===== config.mk =====
export PLATFORM = sky130hd
export DESIGN_NAME = largest_lane_encoder
export DESIGN_NICKNAME = d
export VERILOG_FILES = /design/src/rtl/largest_lane_encoder.sv
export SDC_FILE = /design/constraint.sdc
export NUM_CORES = 1
export LEC_CHECK = 0
export BUFFER_PORTS_ARGS = -buffer_cell sky130_fd_sc_hd__buf_2
export CORE_UTILIZATION = 55
export DETAILED_ROUTE_END_ITERATION = 12
export PLACE_DENSITY = 0.8
export SETUP_SLACK_MARGIN = 0.05
export SYNTH_ARGS = -nofsm -noshare
export SYNTH_HDL_FRONTEND = slang
export SYNTH_SLANG_ARGS = --single-unit

===== constraint.sdc =====
create_clock -name clk -period 4.9 [get_ports clk]
set_input_delay 1.47 -clock clk [delete_from_list [all_inputs] [get_ports clk]]
set_output_delay 1.47 -clock clk [all_outputs]
set_load 0.02 [all_outputs]

===== src/rtl/largest_lane_encoder.sv =====
// Picks the lane with the most waiting cars from four per-lane counts.
// The result is then held for at least MIN_HOLD cycles and until it has been acknowledged.
module largest_lane_encoder #(
  parameter int CNT_W    = 4,
  parameter int MIN_HOLD = 8
) (
  input  logic             clk,
  input  logic             rst,
  input  logic [CNT_W-1:0] cnt_n,
  input  logic [CNT_W-1:0] cnt_e,
  input  logic [CNT_W-1:0] cnt_s,
  input  logic [CNT_W-1:0] cnt_w,
  input  logic             sample,
  input  logic             ack,
  output logic [1:0]       largest,
  output logic             valid,
  output logic             none,
  output logic             busy
);

  typedef enum logic [1:0] {IDLE, CMP1, CMP2, HOLD} state_t;

  state_t           state_q, state_d;
  logic [CNT_W-1:0] n_q, e_q, s_q, w_q;
  logic [CNT_W-1:0] v_ne_q, v_sw_q;
  logic             idx_ne_q, idx_sw_q;
  logic [1:0]       largest_q;
  logic             valid_q, none_q, ack_seen_q;
  logic [7:0]       hold_q;

  // Final stage: the S/W pair must be strictly larger to win, so ties keep the lower index.
  logic             win_sw;
  logic [1:0]       win_idx;
  logic [CNT_W-1:0] win_val;
  logic             all_zero;
  logic             hold_done;

  assign win_sw    = (v_sw_q > v_ne_q);
  assign win_idx   = win_sw ? {1'b1, idx_sw_q} : {1'b0, idx_ne_q};
  assign win_val   = win_sw ? v_sw_q : v_ne_q;
  assign all_zero  = (win_val == '0);
  assign hold_done = ack_seen_q && (hold_q == 8'd0);

  always_ff @(posedge clk or posedge rst) begin
    if (rst) state_q <= IDLE;
    else     state_q <= state_d;
  end

  always_comb begin
    state_d = state_q;
    case (state_q)
      IDLE: if (sample) state_d = CMP1;
      CMP1: state_d = CMP2;
      CMP2: state_d = all_zero ? IDLE : HOLD;
      HOLD: if (hold_done) state_d = IDLE;
      default: state_d = IDLE;
    endcase
  end

  always_comb begin
    largest = largest_q;
    valid   = valid_q;
    none    = none_q;
    busy    = (state_q != IDLE);
  end

  always_ff @(posedge clk or posedge rst) begin
    if (rst) begin
      n_q        <= '0;
      e_q        <= '0;
      s_q        <= '0;
      w_q        <= '0;
      v_ne_q     <= '0;
      v_sw_q     <= '0;
      idx_ne_q   <= 1'b0;
      idx_sw_q   <= 1'b0;
      largest_q  <= 2'b00;
      valid_q    <= 1'b0;
      none_q     <= 1'b0;
      ack_seen_q <= 1'b0;
      hold_q     <= 8'd0;
    end else begin
      none_q <= 1'b0;
      case (state_q)
        IDLE: begin
          if (sample) begin
            n_q <= cnt_n;
            e_q <= cnt_e;
            s_q <= cnt_s;
            w_q <= cnt_w;
          end
        end
        CMP1: begin
          idx_ne_q <= (e_q > n_q);
          v_ne_q   <= (e_q > n_q) ? e_q : n_q;
          idx_sw_q <= (w_q > s_q);
          v_sw_q   <= (w_q > s_q) ? w_q : s_q;
        end
        CMP2: begin
          if (all_zero) begin
            none_q <= 1'b1;
          end else begin
            largest_q <= win_idx;
            valid_q   <= 1'b1;
            hold_q    <= 8'(MIN_HOLD - 1);
          end
        end
        HOLD: begin
          if (hold_q != 8'd0) hold_q <= hold_q - 8'd1;
          if (valid_q && ack) begin
            valid_q    <= 1'b0;
            ack_seen_q <= 1'b1;
          end
          if (hold_done) ack_seen_q <= 1'b0;
        end
        default: ;
      endcase
    end
  end

endmodule


==> reports/metrics.csv <==
metric,value,unit
synthesis-stage register bit count,41,
post-cts gate resize count,0,
Synth Area per Inst,10.30,µm²
Ys Warns,0,
antenna cells,0,
via/cell ratio,5.331,
CTS Root Cell,clkbuf_8,
via count,1498,
GP Congestion,0.7965,
Final Slew Violations,0,
synth unique cells,44,
Adder-Cell Fraction of Synth Area,0.08260,
total track usage,0.2083,
Setup CP Type,flop to output pin,
HPWL reported at the end of detailed placement,2565,µm
vias in the first global route,1483,
# setup viols final,0,
DR iter-0 viols,74,
ys async rst share,1.000,
CP Launch Type,flop,
CP top delay family,flip-flops,
die span in y,64.10,µm
Skew-Pair Late Insertion Delay,0.30,ns
die area,0.004108,mm²
Final ANT Viol Nets,0,
"Data arrival, critical path",1.33,ns
Least-Margin Pin Slew,0.8571,ns
met3 track utilization from global routing,0.05893,
register area,0.001026,mm²
min Tclk post-route,2.798,ns
"commonest non-fill, non-tap cell in the layout",dfrtp_1,
# DRC,0,
clk sink count,41,
M1 GR Usage,0.2521,
crit-path max cell delay,0.51,ns
DR WL/cell,12.77,µm
Syn Inst Count,206,
Final #Nets,266,
post-synth top area share,0.4838,
synthesis-to-finish area growth,12.27,%
layout cells sized above 1,0.2275,
status,completed,
largest family of logic cells by synthesized area,simple AND/OR/NAND/NOR gates,
"Seq/Total Area, Yosys",0.4838,
Clock Path Buffers,2,
maxcap violations,0,
row count,22,
"Cell Area, Synth",0.002121,mm²
Cell Pwr Density,681.5,mW/mm²
upper clock frequency limit,357.4,MHz
Slowest cell on crit path,dfrtp_1,
maximum number of pins on one net before global-route repair,42,
number of detailed-route iterations in the first pass,4,
Final Util,0.6455,
met2 usage,0.3497,
ys flop type,dfrtp_1,
CP endpoint kind,output pin,
GR Overflow Total,0,
port bufs,24,
dominant cell type by area after synthesis,dfrtp_1,
Syn Nets,240,
Post-Synth XOR/XNOR Area,0.02065,
Tcrit/Tclk final,0.5711,
number of buffers created by CTS,5,
leakage,0.001129,µW
setup TNS,0,ns
cts hold-fix bufs,0,
Starting Density,0.5750,
final WL,3588,µm
I/O Pins,25,
RSZ-0062 raised after global routing,false,
critical-path cell list,or2_2 -> buf_2,
skew final,0.004599,ns
CTS tree,yes,
type of the tightest min-delay check,flop to flop,
initial antenna violation count,0,
number of synthesized flops with an enable pin,0,
die width,64.10,µm
post-CTS setup repair buffer count,0,
"area fraction in and, or, nand and nor cells after synthesis",0.1463,
Critical Path RT,3.43,ns
placed cell areas,0.002280,mm²
Final Hold Fails,0,
CP Max Fanout,13,
post-route cell area,0.002381,mm²
Filler cells,317,
Clock Pin Slew Worst Setup and Hold Paths,0.08,ns
H-tree depth,2,
core footprint,0.003689,mm²
Peak VDD IR,363.9,µV
GR peak layer,met2,
multiplexer share of the synthesized area,0.1068,
"commonest cells after routing, fill and taps aside","41 x dfrtp_1, 24 x buf_2, 22 x nand2_1",
Hold WS,0.5062,ns
Crit path buffers/inverters,1,
multi-input combinational cell area,991.0,µm²
first-pass GRT wire length,6479,µm
top post-synthesis cells by area,"dfrtp_1 48%, ha_1 8.3%, mux2_2 6.9%",
Slew HR,0.4242,
Compound-Gate Fraction of Synth Area,0.1109,
registers in the layout, indices dropped and copies added, names as in the netlist:
signal and cells:
state_q 2, w_q 4, valid 1, idx_ne_q 1
ack_seen_q 1, n_q 4, e_q 4, none 1
v_sw_q 4, idx_sw_q 1, s_q 4, hold_q 8
v_ne_q 4, largest 2
cells by family (layout without fill, tap and decap cells):
kind of cell / count (synthesis) / after routing
compound gates: 38 / 38
flops: 41 / 41
fa+ha+maj: 14 / 14
mux: 21 / 21
buf+inv: 25 / 52
xor+xnor: 5 / 5
simple gates: 62 / 62
worst paths after layout:
path / end / cells past startpoint / slack (ns) / startpoint
setup reg to reg: largest[0]$_DFFE_PP0P_ / 7 / 2.58 / v_ne_q[3]$_DFFE_PP0N_
min in group asynchronous: e_q[2]$_DFFE_PP0P_ / 3 / 1.28 / rst
max in group asynchronous: w_q[2]$_DFFE_PP0P_ / 3 / 3.28 / rst
hold / removal: v_sw_q[2]$_DFFE_PP0N_ / 2 / 0.51 / v_sw_q[2]$_DFFE_PP0N_
setup / recovery: busy / 2 / 2.10 / state_q[1]$_DFFE_PP0P_
hold reg to reg: v_sw_q[2]$_DFFE_PP0N_ / 2 / 0.51 / v_sw_q[2]$_DFFE_PP0N_
Yosys cell counts, types with 2 or more instances:
cell type	number
mux2_2	13
dfrtp_1	41
xnor2_1	3
nand3_1	3
nand4_1	2
clkbuf_1	4
a21oi_1	5
o31ai_1	2
nand2b_1	2
xor2_1	2
nor3b_1	2
o21ai_0	17
nand2_1	22
buf_2	2
a2111oi_0	2
nor2_1	13
or2_2	2
inv_1	18
nor3_1	4
ha_1	14
mux2i_1	8
a31oi_1	3
worst register-to-register path: cells and delay by family (launching register included):
kind,cells,cell delay (ns)
adders and majority gates,1,0.33
DFF,1,0.38
muxes,1,0.38
AOI/OAI and AO/OA,1,0.25
buffers and inverters,1,0.06
and+or+nand+nor,3,0.82
metal layers:
layer	wire length [µm]	part of all wire
met5	0	0
met4	65	0.018
met2	1697	0.47
met1	1699	0.47
met3	126	0.035
power by group:
part | leakage (µW) | total [µW] | internal, µW | switching (µW)
clock | 0.0000542 | 245 | 127 | 118
combinational | 0.000573 | 771 | 367 | 404
sequential | 0.000501 | 606 | 486 | 120
total | 0.00113 | 1620 | 981 | 642
final cells by class:
class	count	area share
clock buffers	7	0.04046
clock inverters	1	0.002102
inverters	18	0.02838
multi-input cells	140	0.4162
flip-flops and latches	41	0.4309
well taps	48	0.02522
repair buffers	26	0.05675
through the flow:
| step | setup slack, ns | power [µW] | instances |
|---|---|---|---|
| detailed placement | 2.429 | 1387 | 273 |
| finish | 2.102 | 1623 | 281 |
| floorplan | 2.401 | 1227 | 206 |
| global route | 2.054 | 1785 | 281 |
| global placement | 2.461 | 1360 | 273 |
| CTS | 2.091 | 1643 | 281 |
Power figures use the tool's default switching activity.
